==> config.mk <==
export PLATFORM = sky130hd
export DESIGN_NAME = sensor_sched
export DESIGN_NICKNAME = d
export VERILOG_FILES = /design/src/rtl/sensor_sched_pkg.sv /design/src/rtl/sensor_rr_pick.sv /design/src/rtl/sensor_sched.sv
export SDC_FILE = /design/constraint.sdc
export NUM_CORES = 1
export LEC_CHECK = 0
export CAP_MARGIN = 0
export CORE_MARGIN = 2
export CORE_UTILIZATION = 38
export CTS_BUF_LIST = sky130_fd_sc_hd__clkbuf_8
export CTS_CLUSTER_SIZE = 25
export DETAILED_ROUTE_END_ITERATION = 7
export PLACE_DENSITY_LB_ADDON = 0.05
export REMOVE_ABC_BUFFERS = 1
export SYNTH_ARGS = -nofsm -noshare
export SYNTH_HDL_FRONTEND = slang
export SYNTH_HIERARCHICAL = 1
export SYNTH_SLANG_ARGS = --single-unit
==> constraint.sdc <==
create_clock -name clk -period 5.8 [get_ports clk]
set_input_delay 1.16 -clock clk [delete_from_list [all_inputs] [get_ports clk]]
set_output_delay 1.16 -clock clk [all_outputs]
set_load 0.05 [all_outputs]
==> src/rtl/sensor_sched_pkg.sv <==
// Shared definitions for the sensor scheduler: FSM encoding, command
// opcodes, result tags and the layout of the emitted result word.
package sensor_sched_pkg;

    // WAIT_TICK is part of the encoding, but IDLE evaluates the period tick
    // itself, so the scheduler never enters this state.
    typedef enum logic [3:0] {
        IDLE,
        CMD_RD,
        CMD_DEC,
        WAIT_TICK,
        REQ,
        WAIT_HI,
        WAIT_LO,
        SND,
        NEXT
    } state_t;

    // Command opcodes, carried in cmd_data[31:28]
    localparam logic [3:0] OP_MASK    = 4'h1;
    localparam logic [3:0] OP_PERIOD  = 4'h2;
    localparam logic [3:0] OP_ONESHOT = 4'h3;

    // Result tags
    localparam logic [1:0] TAG_MEAS    = 2'b01;
    localparam logic [1:0] TAG_ONESHOT = 2'b10;
    localparam logic [1:0] TAG_TMO     = 2'b11;

    // Result word layout: {tag, ch, seq, value}
    localparam int TAG_LSB = 30;
    localparam int CH_LSB  = 28;
    localparam int SEQ_LSB = 24;
    localparam int VAL_LSB = 0;
    localparam int VAL_W   = 24;

    // Longest wait for a sensor to acknowledge a request
    localparam logic [23:0] HI_TMO_CYC = 24'd16;

    function automatic logic [31:0] make_word(input logic [1:0]       tag,
                                              input logic [1:0]       ch,
                                              input logic [3:0]       seq,
                                              input logic [VAL_W-1:0] val);
        logic [31:0] w;
        w = '0;
        w[TAG_LSB +: 2]     = tag;
        w[CH_LSB  +: 2]     = ch;
        w[SEQ_LSB +: 4]     = seq;
        w[VAL_LSB +: VAL_W] = val;
        return w;
    endfunction

endpackage

==> src/rtl/sensor_rr_pick.sv <==
// Round-robin channel picker: returns the first enabled channel strictly
// after i_last, wrapping NUM_CH-1 -> 0; o_valid is low for an empty mask.
module sensor_rr_pick #(
    parameter int NUM_CH = 4
) (
    input  logic [NUM_CH-1:0] i_mask,
    input  logic [1:0]        i_last,
    output logic [1:0]        o_next,
    output logic              o_valid
);

    logic [1:0] w_idx;

    // Scan from the farthest offset down to the nearest so the nearest hit wins
    always_comb begin
        // NOTE: every combinational output gets a default first; any path that
        // leaves one unassigned would otherwise infer a latch.
        o_next  = i_last;
        o_valid = 1'b0;
        w_idx   = '0;
        for (int off = NUM_CH; off >= 1; off--) begin
            w_idx = 2'((int'(i_last) + off) % NUM_CH);
            if (i_mask[w_idx]) begin
                o_next  = w_idx;
                o_valid = 1'b1;
            end
        end
    end

endmodule

==> src/rtl/sensor_sched.sv <==
// Sensor scheduler: takes commands from an input FIFO, runs periodic
// round-robin or one-shot measurements over up to four sonic_sensor
// channels, and writes tagged result words to an output FIFO.
// Optional build macro SENSOR_SCHED_TIMEOUT_EN adds busy-handshake timeouts
// that emit a tag 2'b11 error word instead of waiting forever.
module sensor_sched
    import sensor_sched_pkg::*;
#(
    parameter int          NUM_CH  = 4,
    parameter logic [23:0] TMO_CYC = 24'd2_000_000
) (
    input  logic                 clk,
    input  logic                 rst_n,
    input  logic [31:0]          cmd_data,
    input  logic                 cmd_empty,
    output logic                 cmd_rden,
    output logic [31:0]          snd_data,
    output logic                 snd_en,
    input  logic                 snd_full,
    output logic [NUM_CH-1:0]    sens_req,
    input  logic [NUM_CH-1:0]    sens_busy,
    input  logic [NUM_CH*32-1:0] sens_data,
    output logic [1:0]           cur_ch
);

    state_t              r_state;
    state_t              w_next;
    logic [NUM_CH-1:0]   r_mask;
    logic [23:0]         r_period;
    logic [23:0]         r_per_cnt;
    logic [1:0]          r_rr_ptr;
    logic [1:0]          r_cur_ch;
    logic [1:0]          r_os_ch;
    logic                r_oneshot;
    logic [3:0]          r_seq;
    logic [31:0]         r_snd_word;

    logic                w_cmd_rden;
    logic                w_snd_en;
    logic [NUM_CH-1:0]   w_req;
    logic                w_tmo;
    logic                w_tick;
    logic                w_busy;
    logic [VAL_W-1:0]    w_val;
    logic [1:0]          w_pick_last;
    logic [1:0]          w_pick_next;
    logic                w_pick_valid;
    logic [1:0]          w_start_ch;
    logic                w_load_word;
    logic [1:0]          w_tag;
    logic                w_unused;

`ifdef SENSOR_SCHED_TIMEOUT_EN
    logic [23:0]         r_tmo_cnt;
`endif

    assign w_tick = (r_per_cnt >= r_period);
    assign w_busy = sens_busy[r_cur_ch];
    assign w_val  = sens_data[{r_cur_ch, 5'd0} +: VAL_W];

    // In NEXT advance past the channel just served; in IDLE resolve the
    // stored pointer against the current mask (it may have been disabled).
    assign w_pick_last = (r_state == NEXT) ? r_cur_ch : r_rr_ptr;
    assign w_start_ch  = r_mask[r_rr_ptr] ? r_rr_ptr : w_pick_next;

    sensor_rr_pick #(
        .NUM_CH (NUM_CH)
    ) u_rr_pick (
        .i_mask  (r_mask),
        .i_last  (w_pick_last),
        .o_next  (w_pick_next),
        .o_valid (w_pick_valid)
    );

    // Next-state and handshake outputs
    always_comb begin
        w_next     = r_state;
        w_cmd_rden = 1'b0;
        w_snd_en   = 1'b0;
        w_req      = '0;
        w_tmo      = 1'b0;
        case (r_state)
            IDLE: begin
                if (!cmd_empty)              w_next = CMD_RD;
                else if (r_oneshot)          w_next = REQ;
                else if (|r_mask && w_tick)  w_next = REQ;
            end
            CMD_RD: begin
                w_cmd_rden = 1'b1;
                w_next     = CMD_DEC;
            end
            CMD_DEC: w_next = IDLE;
            REQ: begin
                w_req[r_cur_ch] = 1'b1;
                w_next          = WAIT_HI;
            end
            WAIT_HI: begin
                if (w_busy) w_next = WAIT_LO;
`ifdef SENSOR_SCHED_TIMEOUT_EN
                else if (r_tmo_cnt == HI_TMO_CYC) begin
                    w_next = SND;
                    w_tmo  = 1'b1;
                end
`endif
            end
            WAIT_LO: begin
                if (!w_busy) w_next = SND;
`ifdef SENSOR_SCHED_TIMEOUT_EN
                else if (r_tmo_cnt == TMO_CYC) begin
                    w_next = SND;
                    w_tmo  = 1'b1;
                end
`endif
            end
            SND: begin
                if (!snd_full) begin
                    w_snd_en = 1'b1;
                    w_next   = NEXT;
                end
            end
            NEXT:    w_next = IDLE;
            default: w_next = IDLE;
        endcase
    end

    // State register
    always_ff @(posedge clk or negedge rst_n) begin
        // NOTE: sequential state uses non-blocking assignments so every flop
        // samples pre-edge values regardless of block evaluation order.
        if (!rst_n) r_state <= IDLE;
        else        r_state <= w_next;
    end

    assign w_load_word = (w_next == SND) && (r_state != SND);
    assign w_tag       = w_tmo ? TAG_TMO : (r_oneshot ? TAG_ONESHOT : TAG_MEAS);

    // Configuration, channel selection, result capture and sequence number
    always_ff @(posedge clk or negedge rst_n) begin
        if (!rst_n) begin
            r_mask     <= '0;
            r_period   <= '0;
            r_per_cnt  <= '0;
            r_rr_ptr   <= '0;
            r_cur_ch   <= '0;
            r_os_ch    <= '0;
            r_oneshot  <= 1'b0;
            r_seq      <= '0;
            r_snd_word <= '0;
        end else begin
            if (r_state == NEXT)          r_per_cnt <= '0;
            else if (r_per_cnt != '1)     r_per_cnt <= r_per_cnt + 24'd1;

            if (r_state == CMD_DEC) begin
                case (cmd_data[31:28])
                    OP_MASK:   r_mask   <= cmd_data[NUM_CH-1:0];
                    OP_PERIOD: r_period <= cmd_data[23:0];
                    OP_ONESHOT: begin
                        if (int'(cmd_data[1:0]) < NUM_CH) begin
                            r_oneshot <= 1'b1;
                            r_os_ch   <= cmd_data[1:0];
                        end
                    end
                    default: ;
                endcase
            end

            if (r_state == IDLE && w_next == REQ)
                r_cur_ch <= r_oneshot ? r_os_ch : w_start_ch;

            if (w_load_word)
                r_snd_word <= make_word(w_tag, r_cur_ch, r_seq, w_tmo ? '0 : w_val);

            if (w_snd_en) r_seq <= r_seq + 4'd1;

            // One-shots leave the round-robin pointer where it was
            if (r_state == NEXT) begin
                r_oneshot <= 1'b0;
                if (!r_oneshot && w_pick_valid) r_rr_ptr <= w_pick_next;
            end
        end
    end

`ifdef SENSOR_SCHED_TIMEOUT_EN
    // Cycles spent in the current state; restarts on every transition
    always_ff @(posedge clk or negedge rst_n) begin
        if (!rst_n)                 r_tmo_cnt <= '0;
        else if (w_next != r_state) r_tmo_cnt <= '0;
        else                        r_tmo_cnt <= r_tmo_cnt + 24'd1;
    end
`endif

    // Input bits that carry no meaning for this block
    always_comb begin
        w_unused = ^cmd_data[27:24];
        for (int c = 0; c < NUM_CH; c++)
            w_unused = w_unused ^ (^sens_data[c*32+24 +: 8]);
`ifndef SENSOR_SCHED_TIMEOUT_EN
        w_unused = w_unused ^ (^TMO_CYC);
`endif
    end

    assign cmd_rden = w_cmd_rden;
    assign snd_en   = w_snd_en;
    assign snd_data = r_snd_word;
    assign sens_req = w_req;
    assign cur_ch   = r_cur_ch;

endmodule

==> impl_metrics.tcl, run 1 <==
set metrics [dict create \
    worstPathMaxFanout 3 \
    worstSetupPathType "input pin to output port" \
    post_drt_wl_per_cell_microns 17.2 \
    outcome "complete, no violations" \
    clk_latency_ns 0.37 \
    fin_crit_sh_pct 69.4 \
    timing.hold.ws_ns 0.474 \
    port_buffers 171 \
    cts.hold.buffers_added 0 \
    slew_violations 0 \
    seq_area_frac_synth_pct 44.5 \
    cp-end-kind "output port" \
    ir_drop_uv 278 \
    drc 0 \
    nets 828 \
    arrival_ns 2.86 \
    critPathRequiredTime_ns 4.64 \
    async_flop_share_pct 100 \
    rr_endpoint "cur_ch[0]" \
    final_cell_area_sq_um 7620 \
    grtUsageTotal_pct 18.8 \
    via_count 4251 \
    h-tree-depth 3 \
    worst_pin_slew_ns 1.11 \
    yosysMostFrequentCell "dfrtp_1" \
    grt_pass1_vias 4456 \
    cts_sinks 99 \
    synth_top_area_share_pct 44.5 \
    synth.distinct_cells 48 \
    synthCells 465 \
    cp-start-kind "input pin" \
    setup.worst_path.end "snd_en" \
    io_pins 208 \
    postPlaceCellArea_sq_um 7440 \
    post-cts-setup-buffers 0 \
    synth-edff-count 0 \
    dpl.hpwl_microns 10800 \
    drtAntennaViolNets 0 \
    grt-ovfl-total 0 \
    cts_tree "done" \
    hold_start "r_seq[3]" \
    synthTopCellsByArea "dfrtp_1 (45%), mux2_2 (14%), mux4_2 (10%)" \
    final_cells 823 \
    fin_ws_ns 1.78 \
    yosys_most_used_dff "dfrtp_1" \
    fmax_mhz 249 \
    syn_area_sq_um 5570 \
    fin_crit_ns 4.02 \
    grt_setup_unrepaired "false" \
    first_pass_iters 5 \
    cts_buffer_depth 2 \
    initial_core_util_pct 38.6 \
    dieArea_sq_um 15600 \
    fp.dieW_microns 125 \
    via_per_inst 5.17 \
    totalWireLength_microns 14100 \
    hold_violations 0 \
    hold_path_class "flop to flop" \
    p_leak_nw 3.24 \
    worstSetupStartpoint "snd_full" \
    power.total_mw 3.32 \
    drt_first_iter_violations 207 \
    die_y_microns 125 \
    cts_root_buffer "clkbuf_8" \
    yosys_warnings 6 \
    gp_congestion 0.801 \
    dp_slack_ns 1.76 \
    p_per_area_nw_per_um2 436 \
    core_sq_um 14400 \
    grt_pass1_wl_microns 23500 \
    setup_tns_ns 0 \
    setup_viol 0 \
    final_util_pct 52.8 \
    reg2reg_from "r_state[1]" \
    ys_ff_latch 99 \
    path_clk_slew_ns 0.09 \
    antenna_found_initial 0 \
    synth_top_cell_by_area "dfrtp_1" \
    maxCapViolCount 0 \
    grt_max_degree 65 \
    numCtsBuffers 9 \
    synth.avg_cell_area_sq_um 12.0 \
    diodes 0 \
    drive_above_1_share_pct 18.0 \
    relSlewSlack_pct 26.1 \
    r2r_slack_ns 2.39 \
    r2r_cells 9 \
    placed_cells 807 \
    rows 44 \
    cts_repair_resize_count 0 \
    synth_commonest_cells "dfrtp_1 (99), mux2_2 (68), nor2_1 (32)" \
    skew_ns 0.00664 \
    syn_to_final_growth_pct 36.9 \
]
[worst min-delay path by stage]
stage / to / cells past startpoint
after floorplan: r_seq[3] / 1
after global placement: r_seq[3] / 1
after detailed placement: r_seq[3] / 1
after CTS: r_seq[3] / 1
after global routing: r_seq[3] / 1
final: r_seq[3] / 1
[worst max-delay path: stages]
cell and delay (ns):
clkdlybuf4s50_1 0.41, inv_1 0.08, and3_1 0.18, nor3b_1 0.18, clkdlybuf4s50_1 0.84
[report_power, final]
group          internal, mW  total (mW)  switching [mW]  leakage [nW]
combinational         0.798        1.73           0.929          1.85
sequential            0.932        1.17           0.236          1.29
clock                 0.192       0.426           0.234         0.108
total                  1.92        3.32            1.40          3.24
[cell families (layout without fill, tap and decap cells)]
| kind of cell | count (synthesis) | after routing | share of synthesized area, % |
|---|---|---|---|
| adder cells (fa/ha/maj) | 26 | 26 | 5.84 |
| flip-flops | 99 | 99 | 44.5 |
| buffers and inverters | 47 | 221 | 3.71 |
| multiplexers | 99 | 99 | 25.0 |
| XOR/XNOR | 22 | 22 | 3.46 |
| AO/OA/AOI/OAI | 48 | 48 | 5.33 |
| AND/OR/NAND/NOR | 124 | 124 | 12.2 |
[state kept, by name (all words and copies together), names as in the netlist]
| signal | cells |
|---|---|
| snd_data | 32 |
| r_oneshot | 1 |
| r_rr_ptr | 2 |
| r_state | 4 |
| r_os_ch | 2 |
| r_mask | 4 |
| cur_ch | 2 |
| r_seq | 4 |
| r_per_cnt | 24 |
| r_period | 24 |
[layout by cell type (no fill, tap or decap), types with 2 or more instances in the layout]
| cell | count |
|---|---|
| ha_1 | 26 |
| buf_4 | 5 |
| o21ai_0 | 7 |
| nand3_1 | 13 |
| a221oi_1 | 2 |
| nor2b_1 | 5 |
| clkdlybuf4s50_1 | 170 |
| nand2_1 | 21 |
| nand4_1 | 13 |
| and2_1 | 2 |
| xor2_1 | 13 |
| mux2i_1 | 5 |
| a21oi_1 | 19 |
| mux4_2 | 25 |
| and3b_1 | 2 |
| nand2b_1 | 4 |
| a211oi_1 | 5 |
| xnor2_1 | 9 |
| clkbuf_8 | 9 |
| mux2_2 | 68 |
| and3_1 | 7 |
| nor4b_1 | 2 |
| nor2_1 | 32 |
| nor3b_1 | 3 |
| or3_1 | 3 |
| o31ai_1 | 2 |
| and4_1 | 4 |
| nor3_1 | 6 |
| inv_1 | 34 |
| clkinv_2 | 2 |
| a31oi_1 | 4 |
| o22ai_1 | 2 |
| dfrtp_1 | 98 |
[cell type report]
| class | instances | area [sq um] |
|---|---|---|
| Timing Repair Buffer | 175 | 1740 |
| Fill cell | 1284 | 6800 |
| Tap cell | 184 | 230 |
| Sequential cell | 99 | 2480 |
| Clock inverter | 7 | 55.1 |
| Inverter | 30 | 113 |
| Clock buffer | 9 | 124 |
| Multi-Input combinational cell | 319 | 2880 |
[metal layers]
layer  vias to the layer above  global-route usage (%)  part of all wire (%)
met3                        17                    2.82                   4.5
met1                      2077                    24.9                    44
met2                       107                    31.8                    50
met4                         0                    6.27                   1.7
met5                         -                       0                     0
li1                       2050                       -                     -
(Power assumes the default switching activity.)
==> run 2: changes to the inputs <==
==> constraint.sdc (replaced) <==
create_clock -name clk -period 3.4 [get_ports clk]
set_input_delay 0.68 -clock clk [delete_from_list [all_inputs] [get_ports clk]]
set_output_delay 0.68 -clock clk [all_outputs]
set_load 0.05 [all_outputs]
==> run 2 against run 1 <==
Against the previous run: die area stayed put; highest routed layer unchanged; via count is 0.19% lower; final cell count is 0.73% higher; critical path depth is 1 lower; largest cell class unchanged; total power is 70% higher.
==> impl_metrics.tcl, run 2 (same netlist as run 1, synthesis figures left out) <==
set metrics [dict create \
    fmax_mhz 311 \
    port_buffers 171 \
    final_common_cell "clkdlybuf4s50_1" \
    maxCapViolCount 0 \
    totalWireLength_microns 14000 \
    cts_tree "done" \
    critPathMaxStageDelay_ns 0.86 \
    fin_crit_sh_pct 94.4 \
    cp-start-kind "flop" \
    drc 0 \
    cts_repair_resize_count 0 \
    p_switching_mw 2.42 \
    cts.hold.buffers_added 0 \
    worst_pin_slew_ns 0.724 \
    path_clk_slew_ns 0.09 \
    relSlewSlack_pct 51.7 \
    skew_ns 0.0107 \
    drive_above_1_share_pct 19.5 \
    clk_latency_ns 0.38 \
    nFillCells 1292 \
    grt-ovfl-total 0 \
    hold_path_class "input pin to asynchronous set/reset pin" \
    dp_slack_ns 0.606 \
    cp-end-kind "output port" \
    final_cells 829 \
    crit_buf_inv 1 \
    p_comb_share_pct 52.8 \
    via_per_inst 5.12 \
    post-cts-setup-buffers 0 \
    syn_to_final_growth_pct 37.9 \
    grt_setup_unrepaired "false" \
    initial_core_util_pct 38.6 \
    h-tree-depth 3 \
    critPathRequiredTime_ns 2.72 \
    cpMaxStageDelayCell "clkdlybuf4s50_1" \
    grt_pass1_wl_microns 23100 \
    dieArea_sq_um 15600 \
    nets 834 \
    cts_sinks 99 \
    drtAntennaViolNets 0 \
    dpl.hpwl_microns 10900 \
    drt_first_iter_violations 191 \
    p_leak_nw 3.25 \
    final_util_pct 53.2 \
    numCtsBuffers 9 \
    first_pass_iters 7 \
    most-common-layout-cells "clkdlybuf4s50_1 (169), dfrtp_1 (98), mux2_2 (68)" \
    antenna_found_initial 0 \
    grt_pass1_vias 4384 \
    fin_crit_ns 3.21 \
    final_cell_area_sq_um 7680 \
    worstPathMaxFanout 8 \
    arrival_ns 2.53 \
    core_sq_um 14400 \
    rows 44 \
    slew_violations 0 \
    intPower_mw 3.23 \
    postPlaceCellArea_sq_um 7500 \
    fp.dieW_microns 125 \
    p_per_area_nw_per_um2 737 \
    pwr-share-seq_pct 34.8 \
    io_pins 208 \
    gp_congestion 0.812 \
    die_y_microns 125 \
    diodes 0 \
    cp_top_family "buffers and inverters" \
    swShare_pct 42.8 \
    ir_drop_uv 497 \
    grtUsageTotal_pct 18.6 \
    hold_violations 0 \
    power_frac_clock_pct 12.4 \
    grt_max_degree 55 \
    cts_root_buffer "clkbuf_8" \
    cts_buffer_depth 2 \
    largest_register_ffs 32 \
    outcome "complete, no violations" \
    fin_ws_ns 0.189 \
    placed_cells 813 \
    path_cells "nand2b_1, nor3_1, nor3b_1, clkdlybuf4s50_1" \
    setup_viol 0 \
    worstSetupPathType "flop to output port" \
    via_count 4243 \
    post_drt_wl_per_cell_microns 16.9 \
]
run 2: final timing paths:
path	startpoint	to	slack (ns)	depth (start not counted)
max	r_state[3]	sens_req[0]	0.19	4
min	rst_n	r_period[17]	0.33	1
max reg2reg	r_state[1]	cur_ch[0]	0.68	8
min reg2reg	r_seq[3]	r_seq[3]	0.49	1
max in group asynchronous	rst_n	r_per_cnt[21]	2.34	2
min in group clk	r_seq[3]	r_seq[3]	0.49	1
run 2: metrics by stage:
stage          TNS [ns]  hold WS, ns  power (mW)
3_3_place_gp          0        0.458        4.95
4_1_cts               0        0.341        5.75
6_report              0        0.334        5.65
3_5_place_dp          0        0.470        5.02
2_1_floorplan     -7.89        0.384        3.96
5_1_grt               0        0.385        6.05
run 2: area by class of cell:
class | count | area (sq um) | share of cell area (%)
clock buffer | 9 | 124 | 1.61
tap | 184 | 230 | 3.00
multi-input combinational | 319 | 2880 | 37.6
timing repair buffer | 181 | 1790 | 23.4
clock inverter | 7 | 53.8 | 0.701
inverter | 30 | 113 | 1.47
sequential | 99 | 2480 | 32.3
run 2: worst reg2reg max path: stages (launching register included):
cell	delay [ns]
dfrtp_1	0.49
nor2_1	0.25
and3_1	0.31
mux2_2	0.43
nor2b_1	0.16
a221o_1	0.39
a211oi_1	0.23
o31ai_1	0.09
mux2_2	0.26
run 2: per-layer routing:
metal	global-route usage, %	up-vias	part of all wire, %
met5	0	-	0
met4	5.23	0	2.0
met3	5.01	19	4.9
met2	31.0	116	49
met1	24.1	2058	44
li1	-	2050	-
run 2: power groups by stage:
stage                     sequential (mW)  combinational [mW]  clock, mW
after CTS                            1.97                3.03      0.747
after global routing                 2.05                3.22      0.779
after detailed placement             2.00                3.02          0
after floorplan                      2.62                1.34          0
final                                1.97                2.99      0.703
after global placement               1.97                2.98          0
